$ cat src/rtl/pc_pkg.sv
// Shared definitions for the fetch path: default PC geometry and the
// fetch-sequencer state encoding. Also used by the PC-select mux and the
// instruction memory.
package pc_pkg;

    localparam int PC_WIDTH_DEF = 8;
    localparam int RESET_PC_DEF = 0;

    typedef enum logic [1:0] {
        S_RESET = 2'd0,
        S_REQ   = 2'd1,
        S_EXEC  = 2'd2
    } pc_state_t;

endpackage

$ cat src/rtl/pc_register_unit_if.sv
// Bus between the PC register unit, the PC-select mux and instruction memory.
// master = the surrounding pipeline and memory; slave = pc_register_unit.
//
// Handshake: mem_req is held high for as long as the unit waits for a fetch.
// A fetch completes on the rising edge where mem_req and mem_ack are both 1.
// mem_ack is ignored while mem_req is low. There is no timeout.
interface pc_register_unit_if
    import pc_pkg::*;
#(
    parameter int PC_WIDTH = PC_WIDTH_DEF
);
    logic                escr_pc;
    logic [PC_WIDTH-1:0] pc_alvo;
    logic                stall;
    logic                mem_ack;
    logic                push;
    logic                pop;
    logic [PC_WIDTH-1:0] pc;
    logic                mem_req;
    logic                pc_valid;
    logic                stack_erro;

    modport master (
        output escr_pc, pc_alvo, stall, mem_ack, push, pop,
        input  pc, mem_req, pc_valid, stack_erro
    );

    modport slave (
        input  escr_pc, pc_alvo, stall, mem_ack, push, pop,
        output pc, mem_req, pc_valid, stack_erro
    );
endinterface

$ cat src/rtl/pc_stack.sv
// Return-address LIFO used for call/return when PC_STACK_EN is defined.
// DEPTH must be a power of two, at least 2. Push and pop requests that
// would overflow or underflow are ignored here; the caller flags the error.
module pc_stack #(
    parameter int WIDTH = 8,
    parameter int DEPTH = 4
) (
    input  logic             clk,
    input  logic             rst,
    input  logic             push,
    input  logic             pop,
    input  logic [WIDTH-1:0] din,
    output logic [WIDTH-1:0] dout,
    output logic             full,
    output logic             empty
);
    localparam int AW = $clog2(DEPTH);

    logic [WIDTH-1:0] mem [DEPTH];
    logic [AW:0]      cnt_q;
    logic [AW-1:0]    top_idx;

    assign full    = (cnt_q == (AW+1)'(DEPTH));
    assign empty   = (cnt_q == '0);
    assign top_idx = AW'(cnt_q - (AW+1)'(1));
    assign dout    = mem[top_idx];

    // Occupancy count; pop has priority over a simultaneous push.
    always_ff @(posedge clk or posedge rst) begin
        if (rst) begin
            cnt_q <= '0;
        end else if (pop && !empty) begin
            cnt_q <= cnt_q - (AW+1)'(1);
        end else if (push && !full) begin
            cnt_q <= cnt_q + (AW+1)'(1);
        end
    end

    // Storage has no reset; only entries below the count are ever read.
    always_ff @(posedge clk) begin
        if (push && !pop && !full) begin
            mem[cnt_q[AW-1:0]] <= din;
        end
    end
endmodule

$ cat src/rtl/pc_register_unit.sv
// Program-counter register and fetch sequencer. Holds the PC, issues one
// instruction-memory request per instruction and pulses pc_valid when the
// fetched instruction executes. Optional return stack: PC_STACK_EN.
module pc_register_unit
    import pc_pkg::*;
#(
    parameter int PC_WIDTH    = PC_WIDTH_DEF,
    parameter int RESET_PC    = RESET_PC_DEF,
    parameter int STACK_DEPTH = 4
) (
    input  logic              clk,
    input  logic              rst,
    pc_register_unit_if.slave bus,
    output pc_state_t         fsm_state
);
    pc_state_t           state_q, state_d;
    logic [PC_WIDTH-1:0] pc_q, pc_d, pc_inc;
    logic                mem_req, pc_valid;

    assign pc_inc       = pc_q + PC_WIDTH'(1);
    assign bus.pc       = pc_q;
    assign bus.mem_req  = mem_req;
    assign bus.pc_valid = pc_valid;
    assign fsm_state    = state_q;

`ifdef PC_STACK_EN
    logic                exec_go, stk_push, stk_pop, stk_full, stk_empty, err_q;
    logic [PC_WIDTH-1:0] stk_top;

    assign exec_go  = (state_q == S_EXEC) && !bus.stall;
    assign stk_pop  = exec_go && bus.pop && !stk_empty;
    assign stk_push = exec_go && bus.push && bus.escr_pc && !bus.pop && !stk_full;

    pc_stack #(
        .WIDTH (PC_WIDTH),
        .DEPTH (STACK_DEPTH)
    ) u_stack (
        .clk   (clk),
        .rst   (rst),
        .push  (stk_push),
        .pop   (stk_pop),
        .din   (pc_inc),
        .dout  (stk_top),
        .full  (stk_full),
        .empty (stk_empty)
    );

    // Sticky error on pop from empty or call into a full stack.
    always_ff @(posedge clk or posedge rst) begin
        if (rst) begin
            err_q <= 1'b0;
        end else if (exec_go && ((bus.pop && stk_empty) ||
                                 (bus.push && bus.escr_pc && !bus.pop && stk_full))) begin
            err_q <= 1'b1;
        end
    end

    assign bus.stack_erro = err_q;
`else
    logic unused_stack_in;
    localparam int unused_stack_depth = STACK_DEPTH;

    assign unused_stack_in = bus.push ^ bus.pop;
    assign bus.stack_erro  = 1'b0;
`endif

    // State and PC registers; reset can land in any state, even mid-fetch.
    always_ff @(posedge clk or posedge rst) begin
        if (rst) begin
            state_q <= S_RESET;
            pc_q    <= PC_WIDTH'(RESET_PC);
        end else begin
            state_q <= state_d;
            pc_q    <= pc_d;
        end
    end

    // Next state, next PC and the request/valid outputs.
    always_comb begin
        state_d  = state_q;
        pc_d     = pc_q;
        mem_req  = 1'b0;
        pc_valid = 1'b0;
        case (state_q)
            S_RESET: state_d = S_REQ;
            S_REQ: begin
                mem_req = 1'b1;
                if (bus.mem_ack) begin
                    state_d = S_EXEC;
                end
            end
            S_EXEC: begin
                if (!bus.stall) begin
                    pc_valid = 1'b1;
                    state_d  = S_REQ;
`ifdef PC_STACK_EN
                    if (bus.pop) begin
                        pc_d = stk_empty ? pc_inc : stk_top;
                    end else if (bus.escr_pc) begin
                        pc_d = bus.pc_alvo;
                    end else begin
                        pc_d = pc_inc;
                    end
`else
                    if (bus.escr_pc) begin
                        pc_d = bus.pc_alvo;
                    end else begin
                        pc_d = pc_inc;
                    end
`endif
                end
            end
            default: state_d = S_RESET;
        endcase
    end
endmodule

$ cat src/flat_wrapper.sv
// flat-port wrapper written by rule: the top's interface ports become plain ports
module pc_register_unit_flat import pc_pkg::*;
#(
    parameter int PC_WIDTH    = PC_WIDTH_DEF,
    parameter int RESET_PC    = RESET_PC_DEF,
    parameter int STACK_DEPTH = 4
)
  (clk, rst, fsm_state, bus_escr_pc, bus_pc_alvo, bus_stall, bus_mem_ack, bus_push, bus_pop, bus_pc, bus_mem_req, bus_pc_valid, bus_stack_erro);
  pc_register_unit_if #(.PC_WIDTH(PC_WIDTH)) bus_i ();
  input  logic clk;
  input  logic rst;
  output pc_state_t fsm_state;
  input wire logic [$bits(bus_i.escr_pc)-1:0] bus_escr_pc;
  input wire logic [$bits(bus_i.pc_alvo)-1:0] bus_pc_alvo;
  input wire logic [$bits(bus_i.stall)-1:0] bus_stall;
  input wire logic [$bits(bus_i.mem_ack)-1:0] bus_mem_ack;
  input wire logic [$bits(bus_i.push)-1:0] bus_push;
  input wire logic [$bits(bus_i.pop)-1:0] bus_pop;
  output wire logic [$bits(bus_i.pc)-1:0] bus_pc;
  output wire logic [$bits(bus_i.mem_req)-1:0] bus_mem_req;
  output wire logic [$bits(bus_i.pc_valid)-1:0] bus_pc_valid;
  output wire logic [$bits(bus_i.stack_erro)-1:0] bus_stack_erro;
  assign bus_i.escr_pc = bus_escr_pc;
  assign bus_i.pc_alvo = bus_pc_alvo;
  assign bus_i.stall = bus_stall;
  assign bus_i.mem_ack = bus_mem_ack;
  assign bus_i.push = bus_push;
  assign bus_i.pop = bus_pop;
  assign bus_pc = bus_i.pc;
  assign bus_mem_req = bus_i.mem_req;
  assign bus_pc_valid = bus_i.pc_valid;
  assign bus_stack_erro = bus_i.stack_erro;
  pc_register_unit #(.PC_WIDTH(PC_WIDTH), .RESET_PC(RESET_PC), .STACK_DEPTH(STACK_DEPTH)) u_core (.clk(clk), .rst(rst), .bus(bus_i), .fsm_state(fsm_state));
endmodule
$ cat config.mk
export PLATFORM = sky130hd
export DESIGN_NAME = pc_register_unit_flat
export DESIGN_NICKNAME = d
export VERILOG_FILES = /design/src/rtl/pc_pkg.sv /design/src/rtl/pc_register_unit_if.sv /design/src/rtl/pc_stack.sv /design/src/rtl/pc_register_unit.sv /design/src/flat_wrapper.sv
export SDC_FILE = /design/constraint.sdc
export NUM_CORES = 1
export LEC_CHECK = 0
export ABC_CLOCK_PERIOD_IN_PS = 1800
export CAP_MARGIN = 10
export CORE_UTILIZATION = 41
export DETAILED_ROUTE_END_ITERATION = 7
export PLACE_DENSITY = 0.77
export SYNTH_ARGS = -nofsm -noshare
export SYNTH_HDL_FRONTEND = slang
export SYNTH_SLANG_ARGS = --single-unit
$ cat constraint.sdc
create_clock -name clk -period 1.8 [get_ports clk]
set_input_delay 0.36 -clock clk [delete_from_list [all_inputs] [get_ports clk]]
set_output_delay 0.36 -clock clk [all_outputs]
set_load 0.03 [all_outputs]
==> results.cfg <==
[clock_tree]
cts_tree = done
cts_made_buffers = 3
max-clock-path-buffers = 2
holdBufCountCts = 0
clock-root-buffer = sky130_fd_sc_hd__clkbuf_4
cts.reportedPaths.clkPinSlew_ns = 0.06
number_of_clock_sinks = 10
cts.repair_timing.setup_buffer_count = 0
insertion_delay_ns = 0.26
h-tree-depth = 1

[job]
drv_cap = 0

[drt]
first_pass_iters = 4
vias = 603
drt_iter0_drc = 12
routed_via_density = 5.289
detail_route.wl_per_cell_um = 12.25
postRouteAntennaNets = 0
wirelength_mm = 1.397
post-route-drc-count = 0

[floorplan]
num_io_pins = 28
dieArea_mm2 = 0.001856
rows = 14
die_height_um = 43.08
core_area_mm2 = 0.001541
dieWidth_um = 43.08
initial_core_util_pct = 44.89

[placed_design]
placed_cells = 111
placed_area_um2 = 968.4
dpl_worst_slack_ns = 0.04177
count_of_input_and_output_buffers = 24
globalplace.congestion = 0.7436

[critical_path]
timing.critical_path.slowest_cell_delay_ns = 0.46
path_cells = clkdlybuf4s50_1, nor3b_4, buf_12, buf_4
critical_path_arrival_ns = 1.40
critPathSlowestCell = sky130_fd_sc_hd__clkdlybuf4s50_1
cp_data_required_time_ns = 1.44
crit_path_max_fanout = 15
timing.critical_path.from_type = input pin
worst_setup_path_end_kind = output port
timing_worst_setup_path_type = in -> out

[finish]
postLayoutCoreUtil_pct = 64.61
final_cell_count_no_fill = 114
layout-drive-gt1-share_pct = 24.49
nets = 116
areaGrowthSynthToFinish_pct = 43.94
layout_common_cells = sky130_fd_sc_hd__clkdlybuf4s50_1, sky130_fd_sc_hd__dfrtp_1, sky130_fd_sc_hd__nor2_1
final_area_um2 = 996.0
diodes = 0
layout_commonest_cell = sky130_fd_sc_hd__clkdlybuf4s50_1

[global_routing]
grt_remaining_overflow = 0
grt_first_pass_wirelength_mm = 2.366
first_global_vias = 555
grtUsageTotal_pct = 17.12
grt_antenna_before_repair = 0
grt_max_degree = 16

[sta]
fin_hold_ws_ns = 0.3702
fin_tns_setup_ns = 0
timing.final.max_slew_violations = 0
setup_repair_after_global_routing_missed_its_margin = false
fin_crit_sh_pct = 97.61
worst_slack_ns = 0.04294
post-route-min-period_ns = 1.757
fin_skew_ns = 0.004499
maxClockFrequency_ghz = 0.5691
setup_viol = 0
timing_hold_violations_final = 0

[synthesis]
synth_nets = 86
ys_top_cells_by_area = sky130_fd_sc_hd__dfrtp_1, sky130_fd_sc_hd__mux2_4, sky130_fd_sc_hd__nor2_1
ys_seq_area_share_pct = 36.17
synth_top_area_share_pct = 36.17
synth.cell_area_um2 = 691.9
synth.largest_area_cell = sky130_fd_sc_hd__dfrtp_1
postSynthRegisterBits = 10
post_synth_cell_types = 33
average_cell_area_after_synthesis_um2 = 9.884
yosysWarnings = 0
post_synth_inst_count = 70

[run_status]
run_status = completed

[power_and_ir_drop]
leakage_nw = 0.4798
post-layout-total-power_mw = 1.381
irDropWorstVdd_v = 0.0007681
cellPowerDensity_mw_per_mm2 = 1387

[hold_path]
min-delay-path-class = in -> async
synth_stat cells, drive strengths merged:
library cell  instances
nand2                 4
a21oi                 7
dfrtp                10
buf                   4
a211o                 2
and2                  4
a31o                  1
nor3b                 1
conb                  1
mux2i                 2
or2b                  1
and4                  1
o21ai                 3
inv                   4
a22o                  2
nor2                  8
o221a                 1
ha                    1
and3                  2
nand4                 3
and2b                 1
nand3b                2
nand3                 2
mux2                  3
power by group:
group,switching [mW],total [mW],internal [mW]
clock network,0.0705,0.147,0.0769
registers,0.125,0.438,0.313
logic,0.427,0.795,0.369
cell families after synthesis:
| kind of cell | synth area share, % |
|---|---|
| AO/OA/AOI/OAI | 16.28 |
| adder cells (fa/ha/maj) | 1.808 |
| buffers and inverters | 6.689 |
| flip-flops | 36.17 |
| multiplexers | 8.861 |
| other | 0.5420 |
| AND/OR/NAND/NOR | 29.66 |
repair_timing:
item | CTS | global route
endpoints found under the hold margin | 0 | 0
gates resized for setup | 2 | 3
endpoints found under the setup margin | 2 | 3
worst paths after layout:
check	start	cells after the start	end	slack, ns
max	bus_stall	4	bus_pc_valid	0.04
max reg2reg	u_core.bus.pc[0]	4	u_core.bus.pc[4]	0.43
min	rst	2	u_core.bus.pc[4]	0.37
min reg2reg	u_core.bus.pc[7]	2	u_core.bus.pc[7]	0.57
min in group clk	u_core.bus.pc[7]	2	u_core.bus.pc[7]	0.57
max in group asynchronous	rst	2	u_core.bus.pc[7]	1.16
registers in the layout, summed over array words and instances (netlist names):
name,cells
u_core.bus.pc,8
u_core.fsm_state,2
layer usage:
layer	share of wire [%]	wire (µm)	GRT usage [%]	vias up
li1	-	-	-	305
met1	45	622	21.66	279
met2	49	684	27.76	14
met3	4.4	61	2.553	5
met4	2.1	29	9.091	0
met5	0	0	0	-
critical path, delay by kind of cell:
family / cells / cell delay, ns
buffers and inverters: 3 / 0.81
and+or+nand+nor: 1 / 0.23
final cells by class:
type                            count  area [µm²]
Tap cell                           16       20.02
Timing Repair Buffer               29       292.8
Clock buffer                        3       22.52
Inverter                            4       15.01
Multi-Input combinational cell     52       395.4
Sequential cell                    10       250.2
Fill cell                         128       545.5
No activity file was read; power rests on OpenSTA's default activity.
